File: src/rtl/mix_columns_engine.sv
// mix_columns_engine: column-serial AES MixColumns / InverseMixColumns
// for NB-column states, COLS_PER_CYCLE columns transformed per clock.
// Ports:
//   clk, rst         rising-edge clock, async active-high reset
//   in_valid/ready   input handshake; state (32*NB bits), inverse (mode)
//   out_valid/ready  output handshake; state_out (32*NB bits)
//   busy             high while a state is being processed or held
module mix_columns_engine #(
  parameter int NB             = 4,
  parameter int COLS_PER_CYCLE = 1
) (
  input  logic            clk,
  input  logic            rst,
  input  logic            in_valid,
  output logic            in_ready,
  input  logic            inverse,
  input  logic [32*NB-1:0] state,
  output logic            out_valid,
  input  logic            out_ready,
  output logic [32*NB-1:0] state_out,
  output logic            busy
);

  localparam int SW    = 32 * NB;
  localparam int NBEAT = NB / COLS_PER_CYCLE;
  localparam int BW    = (NBEAT > 1) ? $clog2(NBEAT) : 1;
  localparam logic [BW-1:0] LAST = BW'(NBEAT - 1);

  typedef enum logic [1:0] {
    S_IDLE,
    S_BUSY,
    S_DONE
  } fsm_t;

  fsm_t            r_fsm;
  logic [SW-1:0]   r_work;
  logic [SW-1:0]   r_state_out;
  logic            r_inv;
  logic [BW-1:0]   r_beat;
  logic            r_in_ready;
  logic            r_out_valid;
  logic            r_busy;

  logic [31:0]     w_src [COLS_PER_CYCLE];
  logic [31:0]     w_mix [COLS_PER_CYCLE];
  logic [SW-1:0]   w_next;
  int              w_base;

  function automatic logic [7:0] xtime(input logic [7:0] b);
    return {b[6:0], 1'b0} ^ (b[7] ? 8'h1b : 8'h00);
  endfunction

  // Row 0 in the top byte. Every coefficient is a XOR of the
  // x1/x2/x4/x8 multiples: 3=2^1, 9=8^1, B=8^2^1, D=8^4^1, E=8^4^2.
  function automatic logic [31:0] mix_col(
    input logic [31:0] c,
    input logic        inv
  );
    logic [7:0]  a  [4];
    logic [7:0]  x2 [4];
    logic [7:0]  x4 [4];
    logic [7:0]  x8 [4];
    logic [7:0]  o;
    logic [31:0] res;
    int          r1, r2, r3;
    res = '0;
    for (int r = 0; r < 4; r++) begin
      a[r]  = c[8*(3-r) +: 8];
      x2[r] = xtime(a[r]);
      x4[r] = xtime(x2[r]);
      x8[r] = xtime(x4[r]);
    end
    for (int r = 0; r < 4; r++) begin
      r1 = (r + 1) % 4;
      r2 = (r + 2) % 4;
      r3 = (r + 3) % 4;
      if (inv) begin
        o = (x8[r]  ^ x4[r]  ^ x2[r])
          ^ (x8[r1] ^ x2[r1] ^ a[r1])
          ^ (x8[r2] ^ x4[r2] ^ a[r2])
          ^ (x8[r3] ^ a[r3]);
      end else begin
        o = x2[r] ^ x2[r1] ^ a[r1] ^ a[r2] ^ a[r3];
      end
      res[8*(3-r) +: 8] = o;
    end
    return res;
  endfunction

  assign w_base = int'(r_beat) * COLS_PER_CYCLE;

  // Mux the beat's columns out of the work register, transform only
  // COLS_PER_CYCLE of them, then steer the results back by column.
  always_comb begin
    for (int j = 0; j < COLS_PER_CYCLE; j++) begin
      w_src[j] = '0;
      for (int c = 0; c < NB; c++) begin
        if (c == w_base + j) begin
          w_src[j] = r_work[(NB-1-c)*32 +: 32];
        end
      end
    end
  end

  always_comb begin
    for (int j = 0; j < COLS_PER_CYCLE; j++) begin
      w_mix[j] = mix_col(w_src[j], r_inv);
    end
  end

  always_comb begin
    w_next = r_state_out;
    for (int c = 0; c < NB; c++) begin
      for (int j = 0; j < COLS_PER_CYCLE; j++) begin
        if (c == w_base + j) begin
          w_next[(NB-1-c)*32 +: 32] = w_mix[j];
        end
      end
    end
  end

  // in_ready has its own register so it reads 0 during reset and
  // only rises on the first edge after release.
  always_ff @(posedge clk or posedge rst) begin
    if (rst) begin
      r_fsm       <= S_IDLE;
      r_work      <= '0;
      r_state_out <= '0;
      r_inv       <= 1'b0;
      r_beat      <= '0;
      r_in_ready  <= 1'b0;
      r_out_valid <= 1'b0;
      r_busy      <= 1'b0;
    end else begin
      case (r_fsm)
        S_IDLE: begin
          r_in_ready <= 1'b1;
          if (r_in_ready && in_valid) begin
            r_work     <= state;
            r_inv      <= inverse;
            r_beat     <= '0;
            r_in_ready <= 1'b0;
            r_busy     <= 1'b1;
            r_fsm      <= S_BUSY;
          end
        end
        S_BUSY: begin
          r_state_out <= w_next;
          if (r_beat == LAST) begin
            r_out_valid <= 1'b1;
            r_fsm       <= S_DONE;
          end else begin
            r_beat <= r_beat + BW'(1);
          end
        end
        S_DONE: begin
          if (out_ready) begin
            r_out_valid <= 1'b0;
            r_busy      <= 1'b0;
            r_in_ready  <= 1'b1;
            r_fsm       <= S_IDLE;
          end
        end
        default: begin
          r_fsm <= S_IDLE;
        end
      endcase
    end
  end

  assign in_ready  = r_in_ready;
  assign out_valid = r_out_valid;
  assign state_out = r_state_out;
  assign busy      = r_busy;

endmodule

File: config.mk
export PLATFORM = sky130hd
export DESIGN_NAME = mix_columns_engine
export DESIGN_NICKNAME = d
export VERILOG_FILES = /design/src/rtl/mix_columns_engine.sv
export SDC_FILE = /design/constraint.sdc
export NUM_CORES = 1
export LEC_CHECK = 0
export BUFFER_PORTS_ARGS = -buffer_cell sky130_fd_sc_hd__buf_2
export CORE_ASPECT_RATIO = 1.1
export CORE_MARGIN = 1.5
export CORE_UTILIZATION = 50
export DETAILED_ROUTE_END_ITERATION = 7
export HOLD_SLACK_MARGIN = 0.05
export PLACE_DENSITY_LB_ADDON = 0.25
export SYNTH_ARGS = -nofsm -noshare
export SYNTH_HDL_FRONTEND = slang
export SYNTH_SLANG_ARGS = --single-unit
File: constraint.sdc
create_clock -name clk -period 10.4 [get_ports clk]
set_clock_uncertainty 0.15 [all_clocks]
set_input_delay 2.6 -clock clk [delete_from_list [all_inputs] [get_ports clk]]
set_output_delay 2.6 -clock clk [all_outputs]
set_load 0.01 [all_outputs]
==> flow_summary.json <==
{
  "dieArea_um2": 27860,
  "fin_crit_sh_pct": 45.91,
  "outcome": "complete, no violations",
  "grt_max_degree": 103,
  "final_cell_mix": "264 x dfrtp_1, 263 x buf_2, 169 x nand2_1",
  "relSlewSlack_pct": 33.28,
  "holdPathStages": 2,
  "synthCells": 1199,
  "fmax_mhz": 209.4,
  "postRouteAntennaNets": 0,
  "hold_buffers": 0,
  "viasPerCell": 5.259,
  "avgSynthCellArea_um2": 11.21,
  "clock_sinks": 264,
  "cts-root-buf": "clkbuf_16",
  "synthFlopType": "dfrtp_1",
  "async_flop_share_pct": 100.0,
  "fin_nets": 1570,
  "final-max-slew-violation-count": 0,
  "path_cells": "ha_2 > buf_4 > nand2b_1 > o22ai_1 > a21oi_4 > xnor3_1 > xnor3_1 > xnor3_2 > xnor2_1 > a21oi_1 > xnor2_1 > o21ai_0",
  "slowest_delay_ns": 0.74,
  "worstPathArrival_ns": 5.01,
  "worstSkewPairLatency_ns": 0.54,
  "clockBufferDepth": 3,
  "grt_pass1_vias": 9205,
  "reg2reg_from": "r_beat[0]",
  "hold_path.class": "reg -> reg",
  "antenna_found_initial": 3,
  "worstHoldEndpoint": "state_out[78]",
  "post_cts_buffers": 0,
  "dp_hpwl_um": 23720,
  "grt.total_usage_pct": 23.82,
  "synth_edf_count": 0,
  "worstHoldStart": "state_out[78]",
  "drt_pre_antenna_iters": 5,
  "worst_setup_path_end_kind": "register",
  "die-width_um": 159.3,
  "wl_um": 33200,
  "die_h_um": 174.9,
  "crit_fanout": 35,
  "cap_viol_max_count": 0,
  "setup-tns-final_ns": 0,
  "critPathKind": "reg -> reg",
  "setup_violations": 0,
  "yosysSeqAreaShare_pct": 49.17,
  "core_area_um2": 26300,
  "synth_nets": 1336,
  "port_buffers": 263,
  "grt-ovfl-total": 0,
  "tightest_slew_ns": 1.001,
  "via_count": 9497,
  "reg2reg_to": "state_out[107]",
  "path_clk_slew_ns": 0.06,
  "numCtsBuffers": 27,
  "synth_cell_types": 56,
  "cts_htree_levels": 1,
  "cts_tree": "yes",
  "syn-cell-area_um2": 13440,
  "start_kind": "register",
  "routedWlPerCell_um": 18.38,
  "cp_slowest_cell": "nand2b_1",
  "drc": 0,
  "final_common_cell": "dfrtp_1",
  "grt_pass1_wl_um": 52210,
  "synth_warnings": 0,
  "ys_seq_elements": 264,
  "syn_to_final_growth_pct": 17.94,
  "rsz0062_at_grt": "false",
  "start_util_pct": 51.09,
  "io-pin-count": 264,
  "r2r_cells": 12,
  "cts_resized": 0,
  "rrSetupSlack_ns": 5.63,
  "dr.first_iter.drc_count": 523,
  "place.gp.congestion": 0.9016,
  "hold_viol_final": 0,
  "row_count": 62,
  "required_ns": 10.63,
  "drive_gt1_share_pct": 34.02,
  "fin_crit_ns": 4.774
}
==> critical path: cells and delay by family (launching register included) <==
family,cells,cell delay (ns)
and+or+nand+nor,1,0.74
buffers and inverters,1,0.40
DFF,1,0.39
xor gates and xnor gates,5,1.84
AOI/OAI and AO/OA,4,0.90
adders and majority gates,1,0.18
==> routing by layer <==
layer	GRT usage, %	routed length, um
met1	33.01	14890
met5	0	7
met2	39.25	15870
met3	3.537	1724
met4	6.407	696
==> worst max path at each step <==
| stage | startpoint | end | cells past startpoint |
|---|---|---|---|
| 6_report | r_beat[0] | state_out[107] | 12 |
| 5_1_grt | r_beat[0] | state_out[75] | 12 |
| 4_1_cts | r_beat[0] | state_out[107] | 12 |
| 3_5_place_dp | in_valid | r_work[51] | 6 |
| 3_3_place_gp | in_valid | r_work[22] | 6 |
| 2_1_floorplan | rst | busy | 1 |
==> cell families (layout without fill, tap and decap cells) <==
logic type	count (synthesis)	after routing	share of synthesized area [%]
other	0	2	0
muxes	129	129	10.71
adders and majority gates	4	4	0.3725
buffers and inverters	90	343	3.231
xor gates and xnor gates	224	224	17.43
and+or+nand+nor	221	221	7.003
DFF	264	264	49.17
AOI/OAI and AO/OA	267	267	12.08
==> final cells by class <==
type                            count  area (um2)
Fill cell                        2238       10450
Sequential cell                   264        6606
Multi-Input combinational cell    845        6415
Timing Repair Buffer              277        1421
Clock buffer                       41       818.3
Tap cell                          352       440.4
Inverter                           18       75.07
Clock inverter                      7       63.81
Antenna cell                        2       5.005
==> synthesized netlist by cell type (16+ instances only) <==
library cell,count,area share (%)
inv_1,18,0.50
xor2_1,53,3.5
nand2_1,173,4.8
o21ai_0,133,5.0
o22ai_1,16,0.75
clkbuf_1,45,1.3
mux2_2,118,9.9
dfrtp_1,264,49
nand3b_1,16,0.89
xnor2_1,139,9.1
o21ai_1,24,0.89
a21oi_1,46,1.7
==> per-stage QoR <==
step,worst slack (ns),hold slack (ns),instance area [um2],cells,util (%)
finish,5.626,0.3206,15850,1806,60.25
global route,5.381,0.3475,15850,1806,60.25
CTS,5.608,0.3284,15840,1804,60.23
detailed placement,5.339,0.3146,14960,1756,56.88
global placement,5.340,0.3055,14960,1756,56.88
floorplan,0.3814,0.3216,13440,1199,-
==> flip-flops by register name, summed over array words and instances, names as in the netlist <==
name       count
in_ready       1
r_work       128
r_fsm          2
state_out    128
r_beat         2
busy           1
out_valid      1
r_inv          1
Power is not shown: default switching activity piles up to over one toggle a cycle in this logic, so the estimate is an artifact.
